--- src/rtl/mem_access_stage.sv ---
// Data-memory access stage of the RV32I pipeline.
// Registers an execute-stage packet, issues a word-aligned load/store to the
// data memory port, aligns and extends load data, and presents a writeback
// packet downstream. Both sides use a valid/ready handshake.
// Optional build macro: MEM_MISALIGN_TRAP_EN adds misalign_err and turns
// misaligned halfword/word accesses into traps instead of forcing alignment.
module mem_access_stage #(
  parameter int unsigned ADDR_W = 32,
  parameter int unsigned DATA_W = 32
) (
  input  logic              clk,
  input  logic              rst_n,
  input  logic              in_valid,
  output logic              in_ready,
  input  logic              in_read,
  input  logic              in_write,
  input  logic [2:0]        in_funct3,
  input  logic [ADDR_W-1:0] in_addr,
  input  logic [DATA_W-1:0] in_wdata,
  input  logic [4:0]        in_rd,
  input  logic              in_load_regfile,
  input  logic [DATA_W-1:0] in_result,
  output logic              dmem_read,
  output logic              dmem_write,
  output logic [ADDR_W-1:0] dmem_address,
  output logic [DATA_W-1:0] dmem_wdata,
  output logic [3:0]        dmem_byte_enable,
  input  logic [DATA_W-1:0] dmem_rdata,
  input  logic              dmem_resp,
  output logic              out_valid,
  input  logic              out_ready,
  output logic [4:0]        out_rd,
  output logic              out_load_regfile,
`ifdef MEM_MISALIGN_TRAP_EN
  output logic [DATA_W-1:0] out_data,
  output logic              misalign_err
`else
  output logic [DATA_W-1:0] out_data
`endif
);

  typedef enum logic [1:0] {IDLE = 2'd0, REQ = 2'd1, HOLD = 2'd2} state_t;

  localparam logic [1:0] SZ_BYTE = 2'd0;
  localparam logic [1:0] SZ_HALF = 2'd1;
  localparam logic [1:0] SZ_WORD = 2'd2;

  state_t state, state_nxt;

  logic              accept, go_req, trap;
  logic              r_read, r_write, r_load_regfile;
  logic [2:0]        r_funct3;
  logic [ADDR_W-1:0] r_addr;
  logic [DATA_W-1:0] r_wdata, r_data;
  logic [4:0]        r_rd;
  logic [1:0]        r_size, r_off;
  logic [DATA_W-1:0] load_shift, load_val, st_wdata;
  logic [3:0]        st_mask;

  // Access size; loads take precedence when both read and write are set.
  function automatic logic [1:0] access_size(input logic is_load, input logic [2:0] f3);
    if (is_load) begin
      unique case (f3)
        3'b000, 3'b100: return SZ_BYTE;
        3'b001, 3'b101: return SZ_HALF;
        default:        return SZ_WORD;
      endcase
    end else begin
      unique case (f3)
        3'b000:  return SZ_BYTE;
        3'b001:  return SZ_HALF;
        default: return SZ_WORD;
      endcase
    end
  endfunction

`ifdef MEM_MISALIGN_TRAP_EN
  logic [1:0] in_size;
  logic       r_misalign;
  // Detect misaligned halfword/word memory ops at acceptance time.
  always_comb begin
    in_size = access_size(in_read, in_funct3);
    trap    = (in_read | in_write) &&
              (((in_size == SZ_HALF) && in_addr[0]) ||
               ((in_size == SZ_WORD) && (in_addr[1:0] != 2'b00)));
  end
  assign misalign_err = r_misalign && (state == HOLD);
`else
  assign trap = 1'b0;
`endif

  assign go_req = (in_read | in_write) && !trap;
  assign accept = in_valid && in_ready;

  // Next state and upstream ready.
  always_comb begin
    state_nxt = state;
    in_ready  = 1'b0;
    unique case (state)
      IDLE: begin
        in_ready = 1'b1;
        if (in_valid) state_nxt = go_req ? REQ : HOLD;
      end
      REQ: begin
        if (dmem_resp) state_nxt = HOLD;
      end
      HOLD: begin
        if (out_ready) begin
          in_ready = 1'b1;
          if (in_valid) state_nxt = go_req ? REQ : HOLD;
          else          state_nxt = IDLE;
        end
      end
      default: state_nxt = IDLE;
    endcase
  end

  // Offset, load alignment/extension and store replication from the registered packet.
  always_comb begin
    r_size = access_size(r_read, r_funct3);
    unique case (r_size)
      SZ_BYTE: r_off = r_addr[1:0];
      SZ_HALF: r_off = {r_addr[1], 1'b0};
      default: r_off = 2'b00;
    endcase
    load_shift = dmem_rdata >> {r_off, 3'b000};
    unique case (r_size)
      SZ_BYTE: load_val = r_funct3[2] ? {24'd0, load_shift[7:0]}
                                      : {{24{load_shift[7]}}, load_shift[7:0]};
      SZ_HALF: load_val = r_funct3[2] ? {16'd0, load_shift[15:0]}
                                      : {{16{load_shift[15]}}, load_shift[15:0]};
      default: load_val = load_shift;
    endcase
    unique case (r_size)
      SZ_BYTE: begin st_wdata = {4{r_wdata[7:0]}};  st_mask = 4'b0001 << r_off; end
      SZ_HALF: begin st_wdata = {2{r_wdata[15:0]}}; st_mask = 4'b0011 << r_off; end
      default: begin st_wdata = r_wdata;            st_mask = 4'b1111;          end
    endcase
  end

  // State register.
  always_ff @(posedge clk or negedge rst_n) begin
    if (!rst_n) state <= IDLE;
    else        state <= state_nxt;
  end

  // Packet registers: loaded on acceptance, load data captured on response.
  always_ff @(posedge clk or negedge rst_n) begin
    if (!rst_n) begin
      r_read         <= 1'b0;
      r_write        <= 1'b0;
      r_funct3       <= '0;
      r_addr         <= '0;
      r_wdata        <= '0;
      r_rd           <= '0;
      r_load_regfile <= 1'b0;
      r_data         <= '0;
`ifdef MEM_MISALIGN_TRAP_EN
      r_misalign     <= 1'b0;
`endif
    end else if (accept) begin
      r_read         <= in_read;
      r_write        <= in_write;
      r_funct3       <= in_funct3;
      r_addr         <= in_addr;
      r_wdata        <= in_wdata;
      r_rd           <= in_rd;
      r_load_regfile <= in_load_regfile && !trap;
      r_data         <= trap ? DATA_W'(in_addr) : ((in_read | in_write) ? '0 : in_result);
`ifdef MEM_MISALIGN_TRAP_EN
      r_misalign     <= trap;
`endif
    end else if (state == REQ && dmem_resp) begin
      r_data <= r_read ? load_val : '0;
    end
  end

  assign dmem_read        = (state == REQ) && r_read;
  assign dmem_write       = (state == REQ) && r_write && !r_read;
  assign dmem_address     = (state == REQ) ? {r_addr[ADDR_W-1:2], 2'b00} : '0;
  assign dmem_wdata       = dmem_write ? st_wdata : '0;
  assign dmem_byte_enable = dmem_write ? st_mask : '0;

  assign out_valid        = (state == HOLD);
  assign out_rd           = r_rd;
  assign out_load_regfile = r_load_regfile;
  assign out_data         = r_data;

endmodule

--- config.mk ---
export PLATFORM = sky130hd
export DESIGN_NAME = mem_access_stage
export DESIGN_NICKNAME = d
export VERILOG_FILES = /design/src/rtl/mem_access_stage.sv
export SDC_FILE = /design/constraint.sdc
export NUM_CORES = 1
export LEC_CHECK = 0
export CORE_ASPECT_RATIO = 0.6
export CORE_UTILIZATION = 42
export DETAILED_ROUTE_END_ITERATION = 10
export PLACE_DENSITY = 0.81
export SLEW_MARGIN = 15
export SYNTH_ARGS = -nofsm -noshare
export SYNTH_HDL_FRONTEND = slang
export SYNTH_SLANG_ARGS = --single-unit
--- constraint.sdc ---
create_clock -name clk -period 2.21 [get_ports clk]
set_input_delay 0.442 -clock clk [delete_from_list [all_inputs] [get_ports clk]]
set_output_delay 0.442 -clock clk [all_outputs]
set_load 0.005 [all_outputs]
==> results of run 1 <==
[worst min path at each step]
stage,startpoint,to
5_1_grt,rst_n,r_wdata[29]
3_3_place_gp,rst_n,r_wdata[29]
2_1_floorplan,rst_n,out_data[0]
6_report,rst_n,r_wdata[29]
3_5_place_dp,rst_n,r_wdata[29]
4_1_cts,rst_n,r_wdata[29]
[flip-flops by register name, summed over array words and instances (netlist names)]
| name | flops |
|---|---|
| r_read | 1 |
| state | 2 |
| r_addr | 32 |
| out_load_regfile | 1 |
| r_wdata | 32 |
| r_write | 1 |
| out_data | 32 |
| r_funct3 | 3 |
| out_rd | 5 |
[layout make-up]
type	instances	area [sq um]
Timing Repair Buffer	303	2970
Inverter	2	20.0
Clock buffer	11	243
Multi-Input combinational cell	366	2920
Sequential cell	109	2730
Tap cell	170	213
Clock inverter	5	40.0
Fill cell	976	3880
[kinds of logic (layout without fill, tap and decap cells)]
logic type             after synthesis  count (layout)  share of synthesized area [%]
AND/OR/NAND/NOR                    149             149                           12.7
AO/OA/AOI/OAI                      114             114                           14.5
other                                1               2                         0.0659
multiplexers                       101             101                           21.4
buffers and inverters               40             321                           3.41
flip-flops                         109             109                           47.9
[critical path, delay by kind of cell (launching register included)]
family                 cells  cell delay, ps
flip-flops                 1             410
AND/OR/NAND/NOR            2             240
buffers and inverters      3             750
[repair_timing]
action	4_1_cts	5_1_grt
cloned	4	0
setup endpoints to repair	69	28
gates resized for setup	154	36
buffers inserted	13	4
pin swaps	6	3
[power by group through the flow]
| stage | clock (mW) | sequential [mW] | combinational [mW] |
|---|---|---|---|
| 5_1_grt | 1.67 | 3.87 | 7.34 |
| 3_3_place_gp | 0 | 3.66 | 6.19 |
| 3_5_place_dp | 0 | 3.74 | 6.34 |
| 6_report | 1.54 | 3.74 | 6.82 |
| 2_1_floorplan | 0 | 3.56 | 3.36 |
| 4_1_cts | 1.58 | 3.71 | 6.70 |
[cells in the mapped netlist]
library cell  count
dfrtp_1         109
mux2_2           84
nand2_1          55
a21oi_1          43
and2_1           39
nor2_1           38
a21o_1           16
buf_2            16
clkbuf_1         16
o22a_1           16
a22oi_1          10
mux2i_1           9
a211oi_1          8
mux4_2            8
a221oi_2          7
nor2b_1           6
o21ai_0           6
buf_4             4
inv_1             2
nand2b_1          2
nor3_1            2
o21a_1            2
a221o_1           1
a31oi_4           1
and2b_1           1
and3_1            1
buf_6             1
clkbuf_2          1
conb_1            1
nand2b_2          1
nand3_4           1
nand3b_1          1
nor2_4            1
nor4_2            1
o211a_1           1
o211ai_2          1
o21ai_1           1
o22ai_1           1
[layer usage]
layer	GRT usage [%]	up-vias
met4	5.02	0
met1	35.4	2519
met5	0	-
met3	9.12	13
met2	42.3	240
li1	-	2382
==> results.md, run 1 <==
* Outcome: finished, violations left
* Failing checks: DRC
* Max IR drop VDD at 0.620 mV
* Relative slew slack at 59.7%
* Pin count of the biggest net entering global routing at 45
* RSZ-0062 raised after global routing: yes
* Mapped Area at 0.00569 sq mm
* Reg-to-reg endpoint: out_data[0]
* Port bufs at 251
* Psw at 4.42 mW
* Final net count at 935
* Slack of the worst reg-to-reg path at 130 ps
* Clock Sinks at 109
* Final instance area at 0.00913 sq mm
* CP Launch Type: register
* Sw Ratio at 36.5%
* Fmax at 461 MHz
* Crit path to: dmem_address[9]
* Placed Cells at 929
* Minimum hold slack at 94.4 ps
* Register clock-pin slew on the reported worst setup and hold paths at 70 ps
* Post-synth top area share at 47.9%
* First-pass GRT wire length at 28600 um
* Final Hold Fails at 0
* Worst setup path startpoint: state[1]
* Core ar. at 0.0130 sq mm
* CP arrival at 1730 ps
* Max-slew violations at 0
* Mapped Cells at 514
* Routed via count at 5154
* Routed length per placed instance at 18.9 um
* Flops & latches, synth at 109
* Final ANT Viol Nets at 0
* Skew-Pair Late Insertion Delay at 340 ps
* Critical path type: reg2out
* Top cells by area, synth: dfrtp_1 48%, mux2_2 17%, and2_1 4.3%
* Sequential share of power at 30.9%
* Final setup viols at 0
* Total Routing Usage GR at 26.6%
* Min-delay worst type: in2async
* Most common cell after layout, fill and taps aside: clkdlybuf4s50_1
* Netlist cell types at 38
* Root Buffer: clkbuf_16
* FF-to-FF path depth at 7
* Layout Cells excl Fill at 966
* Critical Path RT at 1770 ps
* Drt first pass iters at 8
* Effective utilization at floorplan at 43.7%
* Max Used Layer: met4
* Design Power at 12.1 mW
* Setup TNS at 0 ps
* DP Area at 0.00862 sq mm
* Cell Rows at 32
* Synth warn at 0
* DRC Markers at 18
* Boundary Pins at 254
* CP max stage cell: clkdlybuf4s50_1
* Chip width at 152 um
* Num CTS Buffers at 9
* Placement Setup Slack at -132 ps
* CTS Buffer Depth at 2
* Die footprint at 0.0140 sq mm
* Tmin final at 2170 ps
* Worst Tran Pin Value at 602 ps
* Clock power frac at 12.8%
* Die Y at 92.2 um
* CP Max Fanout at 10
* Most frequent cells in the layout: 182 x clkdlybuf4s50_1, 107 x dfrtp_1, 84 x mux2_2
* Routed WL at 18200 um
* Routed length on met3 at 1740 um
* Grt ovf at 0
* CTS tree: done
* Antenna fix cells at 0
* Cell Chain, Critical Path: nor2b_4, buf_4, buf_8, and2_1, clkdlybuf4s50_1
* R2r startpoint: r_read
* Antenna violations before repair at 0
* Met1 WL at 8090 um
* Initial DRC Count at 363
* Hold Buf Count CTS at 0
* Layout cell share with drive strength beyond 1 at 28.5%
* Max-Cap Viols at 0
* Post-synthesis sequential area ratio at 47.9%
* Avg Synthesized Cell Area at 11.1 sq um
* DR vias/cell at 5.34
* Cell Int Power at 7.68 mW
* Setup WS post-layout at 38.7 ps
* H-tree levels at 3
* Post-DP HPWL at 13400 um
* Final GP Congestion at 0.866
* Setup Skew at 9.03 ps
* Number of global-route vias before repair at 5271
* Combinational share of power at 56.4%
* Finished Core Util at 70.2%
* Power Density at 1330 mW/mm^2
* Fin crit share at 98.2%
* Area leader, netlist: dfrtp_1
* CP Capture Type: output pin
* Largest stage delay, worst path at 490 ps
* Met2 WL at 8230 um
* P_leak at 4.12 nW
* Area grow syn2layout at 60.4%
No activity file was read; power rests on OpenSTA's default activity.
==> run 2: changes to the inputs <==
--- a/config.mk
+++ b/config.mk
@@ -9,7 +9,6 @@
 export CORE_UTILIZATION = 42
 export DETAILED_ROUTE_END_ITERATION = 10
 export PLACE_DENSITY = 0.81
-export SLEW_MARGIN = 15
 export SYNTH_ARGS = -nofsm -noshare
 export SYNTH_HDL_FRONTEND = slang
 export SYNTH_SLANG_ARGS = --single-unit
==> results of run 2 <==
Same layout as run 1: the final DEF is identical, and so are final timing and power.
==> run 3: changes to the inputs <==
--- a/config.mk
+++ b/config.mk
@@ -6,6 +6,7 @@
 export NUM_CORES = 1
 export LEC_CHECK = 0
 export CORE_ASPECT_RATIO = 0.6
+export CORE_MARGIN = 3
 export CORE_UTILIZATION = 42
 export DETAILED_ROUTE_END_ITERATION = 10
 export PLACE_DENSITY = 0.81
==> run 3 against run 2 <==
Compared with the run above: the run now ends clean; first-iteration DRC count shrank 20%; cell area grew 0.95%; non-clock buffer count grew 6; core utilization grew 0.45 points; cell count grew 0.62%; clock skew shrank 2.9 ps; highest routed layer unchanged.
==> results.md, run 3 (synthesized netlist as in run 1, its figures left out) <==
* Routed length per placed instance at 19.9 um (+5.4%)
* Power Density at 1350 mW/mm^2 (+2.1%)
* CP Launch Type: register
* First-pass GRT wire length at 29000 um (+1.3%)
* P_leak at 4.12 nW (about the same)
* Clock Sinks at 109 (unchanged)
* Critical path type: reg2out
* Chip width at 156 um (+2.6%)
* Antenna violations before repair at 0 (unchanged)
* Grt ovf at 0 (unchanged)
* Final Hold Fails at 0 (unchanged)
* Initial DRC Count at 291 (-20%)
* Minimum hold slack at 138 ps (+43.4 ps)
* Core ar. at 0.0131 sq mm (+0.31%)
* Met1 WL at 8250 um (+2.0%)
* Routed via count at 5245 (+1.8%)
* DR vias/cell at 5.40 (+1.1%)
* Most frequent cells in the layout: 181 x clkdlybuf4s50_1, 107 x dfrtp_1, 84 x mux2_2
* CP Capture Type: output pin
* Final setup viols at 0 (unchanged)
* CP arrival at 1720 ps (about the same)
* Setup TNS at 0 ps (unchanged)
* Routed WL at 19300 um (+6.0%)
* Area grow syn2layout at 61.9%
* Final GP Congestion at 0.939 (+8.4%)
* Setup Skew at 6.12 ps (-2.91 ps)
* Post-DP HPWL at 14100 um (+5.2%)
* Layout cell share with drive strength beyond 1 at 28.9% (+0.41 points)
* DP Area at 0.00862 sq mm (about the same)
* Max Used Layer: met4
* Num CTS Buffers at 9 (unchanged)
* Max-Cap Viols at 0 (unchanged)
* RSZ-0062 raised after global routing: yes
* Outcome: finished clean
* Die Y at 96.2 um (+4.3%)
* Root Buffer: clkbuf_16
* Pin count of the biggest net entering global routing at 110 (+140%)
* Final instance area at 0.00922 sq mm (+0.95%)
* Final ANT Viol Nets at 0 (unchanged)
* Fin crit share at 97.7% (-0.51 points)
* Routed length on met3 at 1900 um (+8.7%)
* Total Routing Usage GR at 24.8% (-1.8 points)
* Worst Tran Pin Value at 616 ps (+14.1 ps)
* Critical Path RT at 1770 ps (about the same)
* Met2 WL at 8920 um (+8.4%)
* Max-slew violations at 0 (unchanged)
* Design Power at 12.5 mW (+3.0%)
* Boundary Pins at 254 (unchanged)
* CP Max Fanout at 5 (-5)
* Antenna fix cells at 0 (unchanged)
* Register clock-pin slew on the reported worst setup and hold paths at 80 ps (about the same)
* Drt first pass iters at 5 (-3)
* CTS Buffer Depth at 2 (unchanged)
* Setup WS post-layout at 49.9 ps (+11.2 ps)
* Final net count at 941 (+0.64%)
* Placement Setup Slack at -145 ps (-13.1 ps)
* H-tree levels at 3 (unchanged)
* Skew-Pair Late Insertion Delay at 350 ps (about the same)
* Effective utilization at floorplan at 43.6% (-0.13 points)
* Cell Rows at 32 (unchanged)
* Number of global-route vias before repair at 5324 (+1.0%)
* CTS tree: done
* Max IR drop VDD at 0.564 mV (-8.9%)
* Fmax at 463 MHz (+0.52%)
* Tmin final at 2160 ps (-11.2 ps)
* Port bufs at 251 (unchanged)
* Most common cell after layout, fill and taps aside: clkdlybuf4s50_1
* Die footprint at 0.0150 sq mm (+7.1%)
* Relative slew slack at 58.9% (-0.79 points)
* Min-delay worst type: in2async
* DRC Markers at 0 (-18)
run 3: cell types whose count changed in the layout (fill, tap and decap cells not counted), moves of 4 or more:
cell / before / now
buf_2: 21 / 9
clkdlybuf4s15_1: 2 / 8
a21oi_1: 37 / 33
clkbuf_2: 4 / 11
buf_4: 34 / 39
a21oi_2: 6 / 10
run 3: metal layers:
layer  track usage (%)  vias up
li1                  -     2385
met1              33.4     2586
met2              38.7      245
met3              9.07       29
met4              5.61        0
met5                 0        -
run 3: worst paths after layout:
path	from	end	slack, ps	cells after the start
setup / recovery	r_funct3[1]	dmem_wdata[29]	50	6
hold / removal	rst_n	r_addr[22]	140	2
setup reg to reg	r_read	out_data[6]	170	7
hold reg to reg	out_data[6]	out_data[6]	490	2
max in group asynchronous	rst_n	r_funct3[0]	1580	2
min in group clk	out_data[6]	out_data[6]	490	2
run 3: what timing repair did:
item,4_1_cts,5_1_grt
resized for setup,97,76
pin swaps,2,13
hold buffers,0,0
endpoints found under the setup margin,69,34
setup buffers,6,12
gates cloned,2,2
run 3: cell type report:
| type | instances | area, sq um |
|---|---|---|
| multi-input cells | 366 | 2930 |
| clock inverters | 6 | 81.3 |
| inverters | 2 | 10.0 |
| flip-flops and latches | 109 | 2730 |
| clock buffers | 10 | 239 |
| fillers | 962 | 3840 |
| well taps | 170 | 213 |
| repair buffers | 309 | 3020 |
run 3: per-stage QoR:
stage / cells / utilization (%)
after floorplan: 515 / -
after global placement: 934 / 66.1
after detailed placement: 934 / 66.1
after CTS: 958 / 69.4
after global routing: 972 / 70.6
final: 972 / 70.6
run 3: power by group:
group	internal, mW	switching [mW]	total [mW]
Clock	0.933	0.782	1.71
Sequential	3.03	0.721	3.75
Combinational	3.94	3.07	7.01
Total	7.90	4.57	12.5
run 3: critical path: stages, from the launching register on:
cell       delay [ps]
dfrtp_1           410
buf_6             130
nor2_4            230
clkbuf_16         200
nor2_1             60
a211oi_4          190
buf_2             160
